File: src/rtl/vga_pkg.sv
// Shared VGA constants and the rectangle controller state encoding.
package vga_pkg;

  localparam int VGA_HOR_PIX = 800;
  localparam int VGA_VER_PIX = 600;

  typedef enum logic [1:0] {
    ST_IDLE   = 2'd0,
    ST_FALL   = 2'd1,
    ST_LANDED = 2'd2
  } rect_state_t;

  // Saturate a 12-bit coordinate at an upper limit.
  function automatic logic [11:0] clamp12(input logic [11:0] value, input logic [11:0] limit);
    logic [11:0] result;
    if (value > limit) result = limit;
    else               result = value;
    return result;
  endfunction

endpackage

File: src/rtl/rect_ctl_edge_det.sv
// Registered rising-edge detector. The first sample after reset only primes
// the history, so a level already high at reset release never fires.
module edge_det (
  input  logic clk,
  input  logic rst_n,
  input  logic level,
  output logic rise
);

  logic armed_r;
  logic level_r;
  logic rise_r;

  // Level history and one-cycle rise pulse
  always_ff @(posedge clk or negedge rst_n) begin
    if (!rst_n) begin
      armed_r <= 1'b0;
      level_r <= 1'b0;
      rise_r  <= 1'b0;
    end else begin
      armed_r <= 1'b1;
      level_r <= level;
      rise_r  <= armed_r & level & ~level_r;
    end
  end

  assign rise = rise_r;

endmodule

File: src/rtl/rect_ctl.sv
// Rectangle controller: follows the pointer, drops under gravity on a click,
// lands on the floor, and returns to pointer-follow on the next click.
module rect_ctl
  import vga_pkg::*;
#(
  parameter int RECT_WIDTH  = 48,
  parameter int RECT_LENGTH = 64,
  parameter int HOR_PIX     = VGA_HOR_PIX,
  parameter int VER_PIX     = VGA_VER_PIX,
  parameter int ACCEL       = 1,
  parameter int V_MAX       = 16
) (
  input  logic        clk,
  input  logic        rst_n,
  input  logic        vsync_in,
  input  logic [11:0] mouse_xpos,
  input  logic [11:0] mouse_ypos,
  input  logic        mouse_left,
  output logic [11:0] xpos,
  output logic [11:0] ypos,
  output logic [1:0]  state_o
);

  localparam logic [11:0] X_MAX   = 12'(HOR_PIX - RECT_LENGTH - 1);
  localparam logic [11:0] FLOOR   = 12'(VER_PIX - RECT_WIDTH - 1);
  localparam logic [8:0]  ACCEL_W = 9'(ACCEL);
  localparam logic [8:0]  V_MAX_W = 9'(V_MAX);

  rect_state_t state_r, state_nxt_s;
  logic [11:0] xpos_r, xpos_nxt_s;
  logic [11:0] ypos_r, ypos_nxt_s;
  logic [7:0]  vel_r, vel_nxt_s;
  logic        frame_tick_s;
  logic        click_s;
  logic [8:0]  vel_inc_s;
  logic [7:0]  vel_new_s;
  logic [12:0] ysum_s;

  edge_det u_vsync_edge (
    .clk   (clk),
    .rst_n (rst_n),
    .level (vsync_in),
    .rise  (frame_tick_s)
  );

  edge_det u_click_edge (
    .clk   (clk),
    .rst_n (rst_n),
    .level (mouse_left),
    .rise  (click_s)
  );

  // Candidate velocity and landing sum; the 13-bit sum cannot wrap
  always_comb begin
    vel_inc_s = {1'b0, vel_r} + ACCEL_W;
    if (vel_inc_s > V_MAX_W) vel_new_s = V_MAX_W[7:0];
    else                     vel_new_s = vel_inc_s[7:0];
    ysum_s = {1'b0, ypos_r} + {5'd0, vel_new_s};
  end

  // Next-state and next-position logic
  always_comb begin
    state_nxt_s = state_r;
    xpos_nxt_s  = xpos_r;
    ypos_nxt_s  = ypos_r;
    vel_nxt_s   = vel_r;
    case (state_r)
      ST_IDLE: begin
        xpos_nxt_s = clamp12(mouse_xpos, X_MAX);
        ypos_nxt_s = clamp12(mouse_ypos, FLOOR);
        if (click_s) begin
          state_nxt_s = ST_FALL;
          vel_nxt_s   = 8'd0;
        end else begin
          state_nxt_s = ST_IDLE;
        end
      end
      ST_FALL: begin
        if (frame_tick_s) begin
          if (ysum_s >= {1'b0, FLOOR}) begin
            ypos_nxt_s  = FLOOR;
            vel_nxt_s   = 8'd0;
            state_nxt_s = ST_LANDED;
          end else begin
            ypos_nxt_s = ysum_s[11:0];
            vel_nxt_s  = vel_new_s;
          end
        end else begin
          state_nxt_s = ST_FALL;
        end
      end
      ST_LANDED: begin
        if (click_s) state_nxt_s = ST_IDLE;
        else         state_nxt_s = ST_LANDED;
      end
      default: begin
        state_nxt_s = ST_IDLE;
        vel_nxt_s   = 8'd0;
      end
    endcase
  end

  // State, position and velocity registers
  always_ff @(posedge clk or negedge rst_n) begin
    if (!rst_n) begin
      state_r <= ST_IDLE;
      xpos_r  <= 12'd0;
      ypos_r  <= 12'd0;
      vel_r   <= 8'd0;
    end else begin
      state_r <= state_nxt_s;
      xpos_r  <= xpos_nxt_s;
      ypos_r  <= ypos_nxt_s;
      vel_r   <= vel_nxt_s;
    end
  end

  assign xpos    = xpos_r;
  assign ypos    = ypos_r;
  assign state_o = state_r;

endmodule

File: config.mk
export PLATFORM = sky130hd
export DESIGN_NAME = rect_ctl
export DESIGN_NICKNAME = d
export VERILOG_FILES = /design/src/rtl/vga_pkg.sv /design/src/rtl/rect_ctl_edge_det.sv /design/src/rtl/rect_ctl.sv
export SDC_FILE = /design/constraint.sdc
export NUM_CORES = 1
export LEC_CHECK = 0
export CAP_MARGIN = 20
export CELL_PAD_IN_SITES_DETAIL_PLACEMENT = 0
export CELL_PAD_IN_SITES_GLOBAL_PLACEMENT = 1
export CORE_UTILIZATION = 33
export DETAILED_ROUTE_END_ITERATION = 8
export GPL_ROUTABILITY_DRIVEN = 0
export GPL_TIMING_DRIVEN = 1
export PLACE_DENSITY = 0.73
export SLEW_MARGIN = 0
export SYNTH_ARGS = -nofsm -noshare
export SYNTH_HDL_FRONTEND = slang
export SYNTH_SLANG_ARGS = --single-unit
File: constraint.sdc
create_clock -name clk -period 5.7 [get_ports clk]
set_input_delay 0.57 -clock clk [delete_from_list [all_inputs] [get_ports clk]]
set_output_delay 0.57 -clock clk [all_outputs]
set_load 0.02 [all_outputs]
==> results.json, run 1 <==
{
  "rsz0062_at_grt": "false",
  "cts_made_buffers": 5,
  "synth_edf_count": 0,
  "cp_data_required_time_ns": 5.89,
  "cts_resized": 0,
  "holdWs_ns": 0.395,
  "synth.top_cells.by_area": "dfrtp_1 (41%), ha_1 (5.2%), a21oi_1 (4.2%), nand2_1 (3.6%), nor2_1 (3.1%)",
  "finalMaxSlewViolations": 0,
  "setup_viol": 0,
  "avgSynthCellArea_um2": 9.19,
  "ys_warn_count": 0,
  "vdd_ir_drop_max_mv": 0.181,
  "tns_ns": 0,
  "maxCapViolCount": 0,
  "min_period_ns": 4.30,
  "arrival_ns": 4.50,
  "worstPathCellList": "ha_1 -> or4b_1 -> o211ai_1 -> nand3_1 -> nor2_1 -> ha_1 -> inv_1 -> fa_1 -> and2b_2 -> o221ai_2 -> a221o_1 -> mux2i_1 -> a41o_1 -> nand2_2 -> a31o_1",
  "cts_tree": "built",
  "r2r_cells": 15,
  "multi_input_area_um2": 1330,
  "status": "complete, no violations",
  "dominantRegCellSynth": "dfrtp_1",
  "crit_path_max_incr_delay_ns": 0.50,
  "fillCellCount": 723,
  "finalCritPeriodShare_pct": 75.5,
  "num_vias": 2167,
  "rows": 30,
  "clock_sinks": 39,
  "antenna_found_initial": 0,
  "startpoint": "vel_r[0]",
  "power.density_nw_per_um2": 524,
  "grt_pass1_vias": 2054,
  "timing.rr.end": "state_o[1]",
  "port_buffers": 53,
  "cp_max_fo": 11,
  "clock_path_buffers": 2,
  "drive_gt1_share_pct": 5.36,
  "fp.dieW_um": 87.3,
  "path_depth": 15,
  "worstMarginPinSlew_ns": 0.890,
  "clk_pin_slew_ns": 0.09,
  "ctsHoldBuffers": 0,
  "pin_count": 54,
  "fmax_mhz": 232,
  "coreArea_um2": 6910,
  "avgRoutedWirePerCell_um": 15.1,
  "drc_errors": 0,
  "netlist_area_um2": 2400,
  "path_buf_inv": 1,
  "cp-end-kind": "register",
  "yosysUniqueCellTypes": 57,
  "htreeDepth": 2,
  "final_util_pct": 45.6,
  "ctsRootBufferMaster": "clkbuf_8",
  "vias_per_cell": 5.25,
  "r2r_slack_ns": 1.40,
  "cp-start-kind": "register",
  "drtIter0Drc": 108,
  "synthCells": 261,
  "area_delta_synth_final_pct": 31.2,
  "skew_ns": 0.0119,
  "num_antenna_cells": 0,
  "critPathTopFamily": "compound AO/OA/AOI/OAI gates",
  "die_area_um2": 7610,
  "synth_seq_area_share_pct": 40.7,
  "wirelength_um": 6220,
  "ant_nets": 0,
  "synth_top_area_share_pct": 40.7,
  "final_common_cell": "clkdlybuf4s50_1",
  "path_class": "reg -> reg",
  "yosysTopAreaCell": "dfrtp_1",
  "drtPass1Iterations": 4,
  "regArea_um2": 976,
  "grt_util_all_layers_pct": 17.9,
  "hold_path.class": "in -> async",
  "total_power_mw": 1.65,
  "grt_pass1_wl_um": 10400,
  "hold_viol_final": 0,
  "die_y_um": 87.3,
  "synthArstFlopShare_pct": 100,
  "p_leak_nw": 1.32,
  "path_common_cell": "ha_1",
  "overflow": 0,
  "relSlewSlack_pct": 40.5,
  "hpwl_um": 4560,
  "slowest_stage": "a41o_1",
  "grt_max_degree": 40,
  "post-cts-setup-buffers": 0,
  "clk_latency_ns": 0.30,
  "start_util_pct": 34.7,
  "layout.cells.most_common_list": "clkdlybuf4s50_1 (52), dfrtp_1 (39), nand2_1 (23), a21oi_1 (20), nor2_1 (20)",
  "rr_startpoint": "vel_r[0]",
  "ys_ff_latch": 39,
  "layout.nets": 355
}
worst max path at each step:
stage | end | slack (ns)
floorplan | ypos[5] | 1.97
global placement | state_o[1] | 1.58
detailed placement | state_o[1] | 1.48
CTS | state_o[1] | 1.43
global route | state_o[1] | 1.06
finish | state_o[1] | 1.40
cells by family after synthesis:
group                    count (synthesis)  synth area share, %
multiplexers                             3                 1.30
AO/OA/AOI/OAI                           91                 27.2
adder cells (fa/ha/maj)                 11                 6.05
XOR/XNOR                                 7                 2.56
flip-flops                              39                 40.7
buffers and inverters                   24                 4.38
AND/OR/NAND/NOR                         84                 17.5
other                                    2                0.313
power by group:
| part | total (mW) | leakage, nW | switching, mW | internal, mW |
|---|---|---|---|---|
| sequential | 0.423 | 0.472 | 0.0783 | 0.345 |
| combinational | 0.950 | 0.781 | 0.557 | 0.393 |
| clock | 0.277 | 0.0644 | 0.102 | 0.175 |
| total | 1.65 | 1.32 | 0.737 | 0.912 |
synthesized netlist by cell type (2+ instances only):
master,count
a211oi_1,4
a21o_1,6
a21oi_1,20
a22o_1,2
a22oi_1,3
a2bb2oi_1,3
a31oi_1,4
a32o_1,2
a32oi_1,3
and2_1,6
and3_1,4
buf_6,2
clkbuf_1,5
conb_1,2
dfrtp_1,39
ha_1,10
inv_1,17
mux2i_1,2
nand2_1,23
nand2b_1,5
nand3_1,4
nand3b_1,4
nand4_1,3
nor2_1,20
nor2b_1,3
nor3_1,4
nor4_1,2
o211ai_1,2
o21a_1,2
o21ai_0,12
o21ai_1,6
o22a_1,7
xnor2_1,4
xor2_1,3
cell type report:
type                    count  area share [%]
repair buffers             53            16.7
clock inverters             3            2.15
clock buffers               5            2.19
inverters                  17            2.03
flip-flops and latches     39            31.0
multi-input cells         200            42.1
well taps                  96            3.82
sequential cells by signal, indices dropped and copies added (netlist names):
name / flops
u_vsync_edge.level_r: 1
vel_r: 8
u_click_edge.level_r: 1
u_vsync_edge.rise: 1
ypos: 12
u_click_edge.rise: 1
state_o: 2
xpos: 12
u_click_edge.armed_r: 1
through the flow:
stage | setup WS (ns) | cells | instance area [um^2]
2_1_floorplan | 1.97 | 263 | 2410
3_3_place_gp | 1.58 | 405 | 3010
3_5_place_dp | 1.48 | 405 | 3010
4_1_cts | 1.43 | 413 | 3150
5_1_grt | 1.06 | 413 | 3150
6_report | 1.40 | 413 | 3150
worst reg2reg max path, delay by kind of cell (launching register included):
family	cells	cell delay, ns
adder cells (fa/ha/maj)	3	0.92
AND/OR/NAND/NOR	5	1.25
multiplexers	1	0.13
AO/OA/AOI/OAI	5	1.38
buffers and inverters	1	0.07
flip-flops	1	0.46
routing by layer:
metal | routed length, um | global-route usage, %
met1 | 2910 | 24.6
met5 | 0 | 0
met2 | 2800 | 26.7
met4 | 150 | 7.30
met3 | 352 | 4.64
(Power assumes the default switching activity.)
==> run 2, diff against run 1 <==
--- a/config.mk
+++ b/config.mk
@@ -12,7 +12,7 @@
 export DETAILED_ROUTE_END_ITERATION = 8
 export GPL_ROUTABILITY_DRIVEN = 0
 export GPL_TIMING_DRIVEN = 1
-export PLACE_DENSITY = 0.73
+export PLACE_DENSITY = 0.76
 export SLEW_MARGIN = 0
 export SYNTH_ARGS = -nofsm -noshare
 export SYNTH_HDL_FRONTEND = slang
==> constraint.sdc (replaced) <==
create_clock -name clk -period 3.5 [get_ports clk]
set_input_delay 0.35 -clock clk [delete_from_list [all_inputs] [get_ports clk]]
set_output_delay 0.35 -clock clk [all_outputs]
set_load 0.02 [all_outputs]
==> run 2 against run 1 <==
  * The flow now finishes with violations (negative setup slack)
  * Non-clock buffer count is 41 higher
  * Hold slack worse by 0.22 ns
  * Fmax up 18%
  * Flip-flop and latch count stayed put
  * Clock skew is 0.0022 ns higher
  * Final cell count grew 9.7%
  * Core utilization is 6.2 points higher
  * Largest power group unchanged
==> results.json, run 2 (synthesized netlist as in run 1, its figures left out) <==
{
  "status": "finished with violations",
  "failed_checks": "negative setup slack",
  "holdWs_ns": 0.170,
  "hpwl_um": 5100,
  "finalMaxSlewViolations": 0,
  "min_period_ns": 3.66,
  "ctsRootBufferMaster": "clkbuf_8",
  "top_layer": "met4",
  "power.density_nw_per_um2": 886,
  "skew_ns": 0.0142,
  "grt_max_degree": 40,
  "num_vias": 2352,
  "cts_tree": "built",
  "vdd_ir_drop_max_mv": 0.292,
  "clk_pin_slew_ns": 0.08,
  "fmax_mhz": 273,
  "layout.nets": 396,
  "num_antenna_cells": 0,
  "drtIter0Drc": 135,
  "total_power_mw": 3.16,
  "cts_made_buffers": 5,
  "area_delta_synth_final_pct": 48.9,
  "relSlewSlack_pct": 41.8,
  "grt_util_all_layers_pct": 19.0,
  "setup_viol": 16,
  "path_class": "reg -> reg",
  "fin_ws_ns": -0.159,
  "avgRoutedWirePerCell_um": 15.3,
  "arrival_ns": 3.84,
  "finalCritPeriodShare_pct": 105,
  "share_comb_of_total_power_pct": 68.8,
  "pin_count": 54,
  "fin_area_um2": 3570,
  "p_sw_mw": 1.41,
  "rr_startpoint": "vel_r[1]",
  "rows": 30,
  "antenna_found_initial": 0,
  "ant_nets": 0,
  "r2r_cells": 16,
  "place_inst": 442,
  "cp-start-kind": "register",
  "maxCapViolCount": 0,
  "r2r_slack_ns": -0.16,
  "vias_per_cell": 5.19,
  "htreeDepth": 2,
  "fp.dieW_um": 87.3,
  "drc_errors": 0,
  "grt_pass1_vias": 2210,
  "port_buffers": 53,
  "clock_path_buffers": 2,
  "clock_sinks": 39,
  "ctsHoldBuffers": 0,
  "instances_no_fill": 453,
  "cp_max_fo": 5,
  "drive_gt1_share_pct": 23.0,
  "overflow": 0,
  "wl_met3_um": 290,
  "route.met2.wl_um": 3350,
  "cp_data_required_time_ns": 3.69,
  "worstMarginPinSlew_ns": 0.873,
  "seq_power_share_pct": 21.6,
  "wirelength_um": 6930,
  "hold_path.class": "in -> async",
  "p_leak_nw": 1.56,
  "power.internal_mw": 1.75,
  "wl_met1_um": 3210,
  "clk_latency_ns": 0.29,
  "start_util_pct": 34.7,
  "drtPass1Iterations": 4,
  "layout.cells.most_common_list": "clkdlybuf4s50_1 (52), dfrtp_1 (39), buf_4 (37), nand2_1 (22), a21oi_1 (18)",
  "timing.rr.end": "ypos[8]",
  "cp-end-kind": "register",
  "final_common_cell": "clkdlybuf4s50_1",
  "dpl_cell_area_um2": 3320,
  "clockPowerShare_pct": 9.6,
  "hold_viol_final": 0,
  "rsz0062_at_grt": "true",
  "p_sw_share_pct": 44.5,
  "coreArea_um2": 6910,
  "die_y_um": 87.3,
  "grt_pass1_wl_um": 11000,
  "die_area_um2": 7610
}
run 2: cell count changes in the layout (fill, tap and decap cells not counted), moves of 2 or more:
cell / change
ha_2: +3
a211oi_2: +2
nor2_2: +3
a21oi_2: +2
o21ai_0: -2
buf_4: +37
bufinv_16: -2
a21oi_1: -2
buf_6: +3
a211oi_1: -3
nor2_1: -3
ha_1: -3
run 2: worst max-delay path by stage:
stage | startpoint | end | slack, ns | depth (start not counted)
floorplan | vel_r[0] | ypos[5] | -0.11 | 16
global placement | vel_r[1] | state_o[1] | -0.26 | 16
detailed placement | vel_r[1] | state_o[1] | -0.32 | 16
CTS | vel_r[1] | ypos[5] | -0.16 | 16
global route | vel_r[0] | ypos[8] | -0.34 | 16
finish | vel_r[1] | ypos[8] | -0.16 | 16
run 2: worst max-delay path, cell delays in order (launching register included):
cell	delay [ns]
dfrtp_1	0.42
ha_2	0.20
or4b_1	0.46
o211ai_1	0.11
nand3_2	0.16
buf_4	0.17
a21oi_1	0.14
ha_2	0.33
buf_4	0.15
o21ai_1	0.24
nor2_2	0.09
o221ai_2	0.19
o311ai_2	0.13
a41o_1	0.27
buf_6	0.13
a32o_1	0.23
o2bb2ai_1	0.12
run 2: cell type report:
type / instances / area (um^2)
Clock buffer: 6 / 82.6
Clock inverter: 1 / 5.00
Fill cell: 660 / 3330
Inverter: 17 / 63.8
Multi-Input combinational cell: 200 / 1470
Sequential cell: 39 / 976
Tap cell: 96 / 120
Timing Repair Buffer: 94 / 857
run 2: repair_timing:
action	CTS	global route
buffers inserted	4	0
setup endpoints to repair	17	17
pin swaps	12	4
resized for setup	14	16
run 2: per-stage QoR:
step | setup WS (ns) | utilization, % | setup TNS [ns]
final | -0.159 | 51.7 | -1.51
after detailed placement | -0.323 | 48.1 | -4.02
after global routing | -0.343 | 51.7 | -4.69
after CTS | -0.157 | 50.7 | -1.61
after global placement | -0.258 | 48.1 | -2.87
after floorplan | -0.109 | - | -0.323
run 2: power by group through the flow:
stage               Clock [mW]  Combinational [mW]  Sequential [mW]
CTS                      0.321                2.04            0.679
floorplan                    0                1.04            0.768
detailed placement           0                1.91            0.687
global placement             0                1.89            0.687
finish                   0.305                2.18            0.683
global route             0.339                2.36            0.699
run 2: layer usage:
| layer | vias to the layer above | GRT usage, % |
|---|---|---|
| met1 | 1131 | 25.5 |
| met2 | 71 | 30.2 |
| met5 | - | 0 |
| met4 | 0 | 7.15 |
| met3 | 6 | 3.98 |
| li1 | 1144 | - |
